==> config.mk <==
export PLATFORM = sky130hd
export DESIGN_NAME = cache_set_assoc
export DESIGN_NICKNAME = d
export VERILOG_FILES = /design/src/rtl/cache_pkg.sv /design/src/rtl/cache_way_store.sv /design/src/rtl/cache_set_assoc.sv
export SDC_FILE = /design/constraint.sdc
export NUM_CORES = 2
export LEC_CHECK = 0
export ABC_CLOCK_PERIOD_IN_PS = 7050
export BUFFER_PORTS_ARGS = -buffer_cell sky130_fd_sc_hd__buf_2
export CAP_MARGIN = 0
export CORE_ASPECT_RATIO = 0.7
export CORE_MARGIN = 2
export CORE_UTILIZATION = 55
export CTS_CLUSTER_SIZE = 10
export DETAILED_ROUTE_END_ITERATION = 12
export PLACE_DENSITY = 0.71
export SKIP_CTS_REPAIR_TIMING = 1
export SYNTH_ARGS = -nofsm -noshare
export SYNTH_HDL_FRONTEND = slang
export SYNTH_SLANG_ARGS = --single-unit
export TNS_END_PERCENT = 100
==> constraint.sdc <==
create_clock -name clk -period 7.05 [get_ports clk]
set_input_delay 0.705 -clock clk [delete_from_list [all_inputs] [get_ports clk]]
set_output_delay 0.705 -clock clk [all_outputs]
set_load 0.1 [all_outputs]
==> src/rtl/cache_pkg.sv <==
// -----------------------------------------------------------------------------
// cache_pkg
// Shared types and helpers for the set-associative cache set:
//   state_e     - controller FSM states
//   off_w_f     - byte-offset width for a given line size
//   age_w_f     - LRU age / way-index width for a given associativity
//   block_align - clears the byte-offset bits of an address
// -----------------------------------------------------------------------------
package cache_pkg;

  typedef enum logic [2:0] {
    ST_IDLE,
    ST_RESP,
    ST_WB,
    ST_FILL_REQ,
    ST_FILL_WAIT
  } state_e;

  function automatic int unsigned off_w_f(input int unsigned block_bytes);
    return $clog2(block_bytes);
  endfunction

  function automatic int unsigned age_w_f(input int unsigned ways);
    return $clog2(ways);
  endfunction

  // Operates on a 64-bit container; callers truncate to their address width.
  function automatic logic [63:0] block_align(input logic [63:0] addr,
                                              input int unsigned off_w);
    logic [63:0] mask;
    mask = ~64'd0 << off_w;
    return addr & mask;
  endfunction

endpackage

==> src/rtl/cache_way_store.sv <==
// -----------------------------------------------------------------------------
// cache_way_store
// Storage for one way of a cache set: valid, dirty, tag, data block and LRU age.
// Ports:
//   clk, rst_b            clock, asynchronous active-low reset
//   lkp_tag_i / hit_o     tag compare against the lookup tag (qualified by valid)
//   rd_off_i / rd_byte_o  combinational byte read
//   wr_en_i, wr_off_i, wr_byte_i    byte write, marks the line dirty
//   inst_en_i, inst_tag_i, inst_blk_i  install a refilled line (valid, clean)
//   age_en_i, age_in_i    LRU age update
//   valid_o, dirty_o, tag_o, blk_o, age_o  current line state
// An install and a write in the same cycle apply the write on top of the
// freshly installed block, leaving the line dirty (write-allocate).
// -----------------------------------------------------------------------------
module cache_way_store
  import cache_pkg::*;
#(
  parameter int TAG_W       = 19,
  parameter int BLOCK_BYTES = 16,
  parameter int OFF_W       = 4,
  parameter int AGE_W       = 2,
  parameter int INIT_AGE    = 0
) (
  input  logic                     clk,
  input  logic                     rst_b,
  input  logic [TAG_W-1:0]         lkp_tag_i,
  output logic                     hit_o,
  input  logic [OFF_W-1:0]         rd_off_i,
  output logic [7:0]               rd_byte_o,
  input  logic                     wr_en_i,
  input  logic [OFF_W-1:0]         wr_off_i,
  input  logic [7:0]               wr_byte_i,
  input  logic                     inst_en_i,
  input  logic [TAG_W-1:0]         inst_tag_i,
  input  logic [8*BLOCK_BYTES-1:0] inst_blk_i,
  input  logic                     age_en_i,
  input  logic [AGE_W-1:0]         age_in_i,
  output logic                     valid_o,
  output logic                     dirty_o,
  output logic [TAG_W-1:0]         tag_o,
  output logic [8*BLOCK_BYTES-1:0] blk_o,
  output logic [AGE_W-1:0]         age_o
);

  logic                     valid_q, valid_d;
  logic                     dirty_q, dirty_d;
  logic [TAG_W-1:0]         tag_q, tag_d;
  logic [8*BLOCK_BYTES-1:0] blk_q, blk_d;
  logic [AGE_W-1:0]         age_q, age_d;

  always_comb begin
    valid_d = valid_q;
    dirty_d = dirty_q;
    tag_d   = tag_q;
    blk_d   = blk_q;
    age_d   = age_q;
    if (inst_en_i) begin
      valid_d = 1'b1;
      dirty_d = 1'b0;
      tag_d   = inst_tag_i;
      blk_d   = inst_blk_i;
    end
    if (wr_en_i) begin
      blk_d[{wr_off_i, 3'b000} +: 8] = wr_byte_i;
      dirty_d = 1'b1;
    end
    if (age_en_i) age_d = age_in_i;
  end

  always_ff @(posedge clk or negedge rst_b) begin
    if (!rst_b) begin
      valid_q <= 1'b0;
      dirty_q <= 1'b0;
      tag_q   <= '0;
      blk_q   <= '0;
      age_q   <= AGE_W'(INIT_AGE);
    end else begin
      valid_q <= valid_d;
      dirty_q <= dirty_d;
      tag_q   <= tag_d;
      blk_q   <= blk_d;
      age_q   <= age_d;
    end
  end

  assign hit_o     = valid_q && (tag_q == lkp_tag_i);
  assign rd_byte_o = blk_q[{rd_off_i, 3'b000} +: 8];
  assign valid_o   = valid_q;
  assign dirty_o   = dirty_q;
  assign tag_o     = tag_q;
  assign blk_o     = blk_q;
  assign age_o     = age_q;

endmodule

==> src/rtl/cache_set_assoc.sv <==
// -----------------------------------------------------------------------------
// cache_set_assoc
// One set of an N-way set-associative, write-back / write-allocate cache with
// true-LRU replacement. Services one byte read or write per request.
// Ports:
//   clk, rst_b                       clock, asynchronous active-low reset
//   req_valid_i/req_ready_o          request handshake (ready only in IDLE)
//   req_write_i, req_addr_i, req_wdata_i  request fields
//   rsp_valid_o, rsp_data_o, rsp_hit_o    one-cycle response strobe and data
//   mem_req_valid_o/mem_req_ready_i  memory request handshake
//   mem_req_write_o, mem_req_addr_o, mem_wdata_o  write-back or refill request
//   mem_rsp_valid_i, mem_rdata_i     refill data
//   hit_cnt_o, miss_cnt_o            saturating statistics (CACHE_STATS_EN only)
// Build option: define CACHE_STATS_EN to add the hit/miss counters.
// -----------------------------------------------------------------------------
module cache_set_assoc
  import cache_pkg::*;
#(
  parameter int ADDR_W      = 32,
  parameter int TAG_W       = 19,
  parameter int WAYS        = 4,
  parameter int BLOCK_BYTES = 16
) (
  input  logic                     clk,
  input  logic                     rst_b,
  input  logic                     req_valid_i,
  output logic                     req_ready_o,
  input  logic                     req_write_i,
  input  logic [ADDR_W-1:0]        req_addr_i,
  input  logic [7:0]               req_wdata_i,
  output logic                     rsp_valid_o,
  output logic [7:0]               rsp_data_o,
  output logic                     rsp_hit_o,
  output logic                     mem_req_valid_o,
  input  logic                     mem_req_ready_i,
  output logic                     mem_req_write_o,
  output logic [ADDR_W-1:0]        mem_req_addr_o,
  output logic [8*BLOCK_BYTES-1:0] mem_wdata_o,
  input  logic                     mem_rsp_valid_i,
  input  logic [8*BLOCK_BYTES-1:0] mem_rdata_i
`ifdef CACHE_STATS_EN
  ,
  output logic [15:0]              hit_cnt_o,
  output logic [15:0]              miss_cnt_o
`endif
);

  localparam int OFF_W  = off_w_f(BLOCK_BYTES);
  localparam int AGE_W  = age_w_f(WAYS);
  localparam int BLK_W  = 8 * BLOCK_BYTES;
  localparam int SET_HI = ADDR_W - TAG_W - 1;

  state_e state_q, state_d;

  logic [ADDR_W-1:0] req_addr_q;
  logic              req_write_q;
  logic [7:0]        req_wdata_q;
  logic [AGE_W-1:0]  victim_q;
  logic [7:0]        rsp_data_q;
  logic              rsp_hit_q;

  logic [WAYS-1:0]  way_valid, way_dirty, way_hit;
  logic [TAG_W-1:0] way_tag   [WAYS];
  logic [BLK_W-1:0] way_blk   [WAYS];
  logic [AGE_W-1:0] way_age   [WAYS];
  logic [7:0]       way_rbyte [WAYS];
  logic [AGE_W-1:0] age_new   [WAYS];
  logic [WAYS-1:0]  wr_en, inst_en;

  logic [TAG_W-1:0] lkp_tag;
  logic [OFF_W-1:0] lkp_off, wr_off;
  logic [7:0]       wr_byte, fill_byte;
  logic             any_hit, found;
  logic [AGE_W-1:0] hit_idx, vict, acc_way, acc_age;
  logic             accept, hit_acc, fill_done, touch;

  assign lkp_tag   = req_addr_i[ADDR_W-1 -: TAG_W];
  assign lkp_off   = req_addr_i[OFF_W-1:0];
  assign accept    = (state_q == ST_IDLE) && req_valid_i;
  assign hit_acc   = accept && any_hit;
  assign fill_done = (state_q == ST_FILL_WAIT) && mem_rsp_valid_i;
  assign touch     = hit_acc || fill_done;
  assign fill_byte = mem_rdata_i[{req_addr_q[OFF_W-1:0], 3'b000} +: 8];

  // Hit way encode; the tag store guarantees at most one way matches.
  always_comb begin
    any_hit = 1'b0;
    hit_idx = '0;
    for (int i = 0; i < WAYS; i++) begin
      if (way_hit[i]) begin
        any_hit = 1'b1;
        hit_idx = AGE_W'(i);
      end
    end
  end

  // Victim: lowest-index invalid way, otherwise the least recently used way.
  always_comb begin
    vict  = '0;
    found = 1'b0;
    for (int i = 0; i < WAYS; i++) begin
      if (!found && !way_valid[i]) begin
        vict  = AGE_W'(i);
        found = 1'b1;
      end
    end
    if (!found) begin
      for (int i = 0; i < WAYS; i++) begin
        if (way_age[i] == AGE_W'(WAYS - 1)) vict = AGE_W'(i);
      end
    end
  end

  // A hit completes in IDLE against the live request; a refill completes in
  // FILL_WAIT against the latched request and the victim way.
  assign acc_way = hit_acc ? hit_idx : victim_q;
  assign acc_age = way_age[acc_way];
  assign wr_off  = (state_q == ST_IDLE) ? lkp_off : req_addr_q[OFF_W-1:0];
  assign wr_byte = (state_q == ST_IDLE) ? req_wdata_i : req_wdata_q;

  always_comb begin
    for (int i = 0; i < WAYS; i++) begin
      wr_en[i]   = (hit_acc && req_write_i && (hit_idx == AGE_W'(i))) ||
                   (fill_done && req_write_q && (victim_q == AGE_W'(i)));
      inst_en[i] = fill_done && (victim_q == AGE_W'(i));
      // True LRU: younger ways age by one, the accessed way becomes youngest.
      if (AGE_W'(i) == acc_way)     age_new[i] = '0;
      else if (way_age[i] < acc_age) age_new[i] = way_age[i] + 1'b1;
      else                           age_new[i] = way_age[i];
    end
  end

  for (genvar g = 0; g < WAYS; g++) begin : g_way
    cache_way_store #(
      .TAG_W       (TAG_W),
      .BLOCK_BYTES (BLOCK_BYTES),
      .OFF_W       (OFF_W),
      .AGE_W       (AGE_W),
      .INIT_AGE    (g)
    ) u_way (
      .clk        (clk),
      .rst_b      (rst_b),
      .lkp_tag_i  (lkp_tag),
      .hit_o      (way_hit[g]),
      .rd_off_i   (lkp_off),
      .rd_byte_o  (way_rbyte[g]),
      .wr_en_i    (wr_en[g]),
      .wr_off_i   (wr_off),
      .wr_byte_i  (wr_byte),
      .inst_en_i  (inst_en[g]),
      .inst_tag_i (req_addr_q[ADDR_W-1 -: TAG_W]),
      .inst_blk_i (mem_rdata_i),
      .age_en_i   (touch),
      .age_in_i   (age_new[g]),
      .valid_o    (way_valid[g]),
      .dirty_o    (way_dirty[g]),
      .tag_o      (way_tag[g]),
      .blk_o      (way_blk[g]),
      .age_o      (way_age[g])
    );
  end

  always_comb begin
    state_d = state_q;
    unique case (state_q)
      ST_IDLE: begin
        if (req_valid_i) begin
          if (any_hit)                              state_d = ST_RESP;
          else if (way_valid[vict] && way_dirty[vict]) state_d = ST_WB;
          else                                      state_d = ST_FILL_REQ;
        end
      end
      ST_RESP:      state_d = ST_IDLE;
      ST_WB:        if (mem_req_ready_i) state_d = ST_FILL_REQ;
      ST_FILL_REQ:  if (mem_req_ready_i) state_d = ST_FILL_WAIT;
      ST_FILL_WAIT: if (mem_rsp_valid_i) state_d = ST_RESP;
      default:      state_d = ST_IDLE;
    endcase
  end

  // Memory request fields depend only on state and latched registers, so they
  // stay stable for as long as the memory side withholds ready.
  always_comb begin
    req_ready_o     = (state_q == ST_IDLE);
    rsp_valid_o     = (state_q == ST_RESP);
    mem_req_valid_o = 1'b0;
    mem_req_write_o = 1'b0;
    mem_req_addr_o  = '0;
    mem_wdata_o     = '0;
    if (state_q == ST_WB) begin
      mem_req_valid_o = 1'b1;
      mem_req_write_o = 1'b1;
      mem_req_addr_o  = {way_tag[victim_q], req_addr_q[SET_HI:OFF_W], {OFF_W{1'b0}}};
      mem_wdata_o     = way_blk[victim_q];
    end else if (state_q == ST_FILL_REQ) begin
      mem_req_valid_o = 1'b1;
      mem_req_addr_o  = ADDR_W'(block_align(64'(req_addr_q), OFF_W));
    end
  end

  always_ff @(posedge clk or negedge rst_b) begin
    if (!rst_b) begin
      state_q     <= ST_IDLE;
      req_addr_q  <= '0;
      req_write_q <= 1'b0;
      req_wdata_q <= '0;
      victim_q    <= '0;
      rsp_data_q  <= '0;
      rsp_hit_q   <= 1'b0;
    end else begin
      state_q <= state_d;
      if (accept) begin
        req_addr_q  <= req_addr_i;
        req_write_q <= req_write_i;
        req_wdata_q <= req_wdata_i;
        victim_q    <= vict;
      end
      if (hit_acc) begin
        rsp_data_q <= req_write_i ? req_wdata_i : way_rbyte[hit_idx];
        rsp_hit_q  <= 1'b1;
      end else if (fill_done) begin
        rsp_data_q <= req_write_q ? req_wdata_q : fill_byte;
        rsp_hit_q  <= 1'b0;
      end
    end
  end

  assign rsp_data_o = rsp_data_q;
  assign rsp_hit_o  = rsp_hit_q;

`ifdef CACHE_STATS_EN
  logic [15:0] hit_cnt_q, miss_cnt_q;

  always_ff @(posedge clk or negedge rst_b) begin
    if (!rst_b) begin
      hit_cnt_q  <= '0;
      miss_cnt_q <= '0;
    end else if (state_q == ST_RESP) begin
      if (rsp_hit_q) begin
        if (hit_cnt_q != 16'hFFFF) hit_cnt_q <= hit_cnt_q + 16'd1;
      end else begin
        if (miss_cnt_q != 16'hFFFF) miss_cnt_q <= miss_cnt_q + 16'd1;
      end
    end
  end

  assign hit_cnt_o  = hit_cnt_q;
  assign miss_cnt_o = miss_cnt_q;
`endif

endmodule

==> results.sh <==
export IMPL_hold_worst_slack_ns=0.0419
export IMPL_cts_buffers=77
export IMPL_hpwl_um=136000
export IMPL_routabilityCongestion=1.06
export IMPL_tns_ns=0
export IMPL_slew_violations=20
export IMPL_yosysWarnings=0
export IMPL_final_cell_mix="dfrtp_1 (651), mux2i_1 (430), nand2_1 (430)"
export IMPL_worstReg2RegEnd="g_way[2].u_way.blk_o[66]"
export IMPL_grt_pass1_wl_um=265000
export IMPL_ioPinCount=347
export IMPL_worstRegToRegCells=8
export IMPL_critPathMaxFanout=27
export IMPL_die_w_um=335
export IMPL_finalCriticalPeriod_ns=5.04
export IMPL_setup_violations=0
export IMPL_p_leak_nw=21.4
export IMPL_area_growth_syn_to_layout_pct=10.3
export IMPL_hold_path_class="input pin to asynchronous set/reset pin"
export IMPL_cts_max_path_buffers=3
export IMPL_drt_iter0_markers=7443
export IMPL_final_hold_violation_count=0
export IMPL_cap_violations=3
export IMPL_cts_tree="yes"
export IMPL_coreArea_um2=75500
export IMPL_tightest_slew_ns=1.61
export IMPL_crit_path_end_kind="register"
export IMPL_clkLatencyLatePin_ns=0.67
export IMPL_cts_max_level=3
export IMPL_rsz0062_at_grt="false"
export IMPL_drive_gt1_share_pct=23.9
export IMPL_cts_clk_slew_worst_paths_ns=0.06
export IMPL_routed_via_count=37369
export IMPL_die_h_um=236
export IMPL_crit_type="register to register"
export IMPL_grt_max_degree=163
export IMPL_wl_per_cell_um=37.9
export IMPL_wl_um=191000
export IMPL_dieArea_um2=78900
export IMPL_grt_usage_pct=47.7
export IMPL_final_net_count=4191
export IMPL_finClkSkew_ns=0.0291
export IMPL_relSlewSlack_pct=-7.63
export IMPL_clkSinkCount=659
export IMPL_drcViolationCount=0
export IMPL_grt_pass1_vias=33909
export IMPL_synthFlopType="dfrtp_1"
export IMPL_reg2reg_from="state_q[0]"
export IMPL_grt_ovfl_total=0
export IMPL_syn_avg_cell_area_um2=10.9
export IMPL_worstSetupEndpoint="g_way[2].u_way.blk_o[66]"
export IMPL_worst_slack_ns=2.01
export IMPL_layout_commonest_cell="dfrtp_1"
export IMPL_clockRootBuffer="clkbuf_16"
export IMPL_ys_seq_area_share_pct=39.1
export IMPL_pre_cts_ws_ns=2.29
export IMPL_status="complete, but fails checks"
export IMPL_fillCellCount=6136
export IMPL_crit_start="state_q[0]"
export IMPL_crit_required_ns=7.53
export IMPL_fmax_mhz=198
export IMPL_synth_cell_type_count=81
export IMPL_power_density_nw_per_um2=411
export IMPL_routed_via_density=7.41
export IMPL_synth_edff_count=0
export IMPL_async_flop_share_pct=100
export IMPL_std_cell_rows=84
export IMPL_r2r_setup_slack_ns=2.01
export IMPL_final_antenna_net_count=0
export IMPL_syn_instance_count=3872
export IMPL_grt_antenna_before_repair=33
export IMPL_crit_arrival_ns=5.52
export IMPL_drtPass1Iterations=7
export IMPL_worst_setup_path_start_kind="register"
export IMPL_io_buffers=342
export IMPL_ys_ff_latch=659
export IMPL_finalCritPeriodShare_pct=71.5
export IMPL_syn_area_um2=42200
export IMPL_violations="capacitance limit, slew limit"
export IMPL_initial_utilization_pct=55.9
export IMPL_peakVddDrop_mv=0.299
-- kinds of logic (layout without fill, tap and decap cells) --
family / Yosys count / count (layout) / synth area share (%)
simple gates: 1158 / 1158 / 14.3
buf+inv: 348 / 504 / 3.42
flops: 659 / 659 / 39.1
fa+ha+maj: 8 / 8 / 0.237
compound gates: 797 / 797 / 11.9
xor+xnor: 80 / 80 / 1.70
other cells: 1 / 27 / 0.00889
mux: 821 / 821 / 29.3
-- synthesized netlist by cell type (16+ instances only) --
cell,number,area [um^2]
a211oi_1,310,2330
a21oi_1,341,1710
and2_1,340,2130
buf_1,39,146
buf_2,74,370
clkbuf_1,211,792
dfrtp_1,655,16400
mux2_2,65,732
mux2i_1,430,4300
mux4_2,323,7270
nand2_1,431,1620
nand3_1,34,170
nand4_1,16,100
nor2_1,85,319
nor2_2,38,238
nor2b_1,106,663
nor4_1,24,150
o21ai_0,74,370
xnor2_1,29,254
xor2_1,49,429
-- registers in the layout, summed over array words and instances (netlist names) --
name and count:
rsp_hit_o 1, state_q 3, g_way.u_way.dirty_o 4, req_wdata_q 8, victim_q 2, req_write_q 1
g_way.u_way.age_o 8, g_way.u_way.tag_o 76, rsp_data_o 8, g_way.u_way.blk_o 512, req_addr_q 32, g_way.u_way.valid_o 4
-- stage by stage --
stage / util [%] / instance area, um^2 / power [mW] / cells
finish: 61.6 / 46500 / 19.1 / 5043
floorplan: - / 42200 / 11.5 / 3875
global placement: 58.7 / 44300 / 14.6 / 4919
CTS: 61.6 / 46400 / 18.4 / 5020
global route: 61.6 / 46500 / 19.3 / 5032
detailed placement: 58.7 / 44300 / 14.7 / 4919
-- power breakdown --
part	total [mW]	switching (mW)	internal [mW]
sequential	5.98	1.41	4.56
clock	3.78	1.69	2.09
combinational	9.35	6.65	2.70
total	19.1	9.75	9.35
-- area by class of cell --
cell class | count | area, um^2 | share of cell area, %
Antenna cell | 23 | 57.6 | 0.124
Clock buffer | 94 | 2080 | 4.48
Clock inverter | 7 | 82.6 | 0.178
Inverter | 15 | 56.3 | 0.121
Multi-Input combinational cell | 2868 | 24300 | 52.3
Sequential cell | 659 | 16500 | 35.5
Tap cell | 989 | 1240 | 2.66
Timing Repair Buffer | 388 | 2180 | 4.68
-- per-layer routing --
layer  track usage, %  up-vias  part of all wire (%)
met2             55.8     3615                    36
met3             36.1      448                    22
met4             12.3       43                   3.3
li1                 -    14631                     -
met5             8.15        -                  0.58
met1             66.4    18632                    38
-- worst min path at each step --
stage	start	cells after the start	end	slack, ns
5_1_grt	rst_b	1	g_way[3].u_way.tag_o[4]	0.09
6_report	rst_b	1	g_way[3].u_way.tag_o[5]	0.04
3_5_place_dp	req_addr_q[8]	2	req_addr_q[8]	0.46
4_1_cts	rst_b	1	g_way[3].u_way.tag_o[4]	0.06
2_1_floorplan	rst_b	0	g_way[0].u_way.age_o[0]	0.41
3_3_place_gp	req_addr_q[8]	2	req_addr_q[8]	0.45
-- worst max-delay path, cell delays in order, from the launching register on --
cell	delay, ns
dfrtp_1	0.36
buf_4	0.29
nor3_4	0.61
mux2i_1	0.57
ha_1	0.40
mux2i_1	0.78
nand3_1	0.54
nor2_1	1.06
o21ai_0	0.22
(Power assumes the default switching activity.)
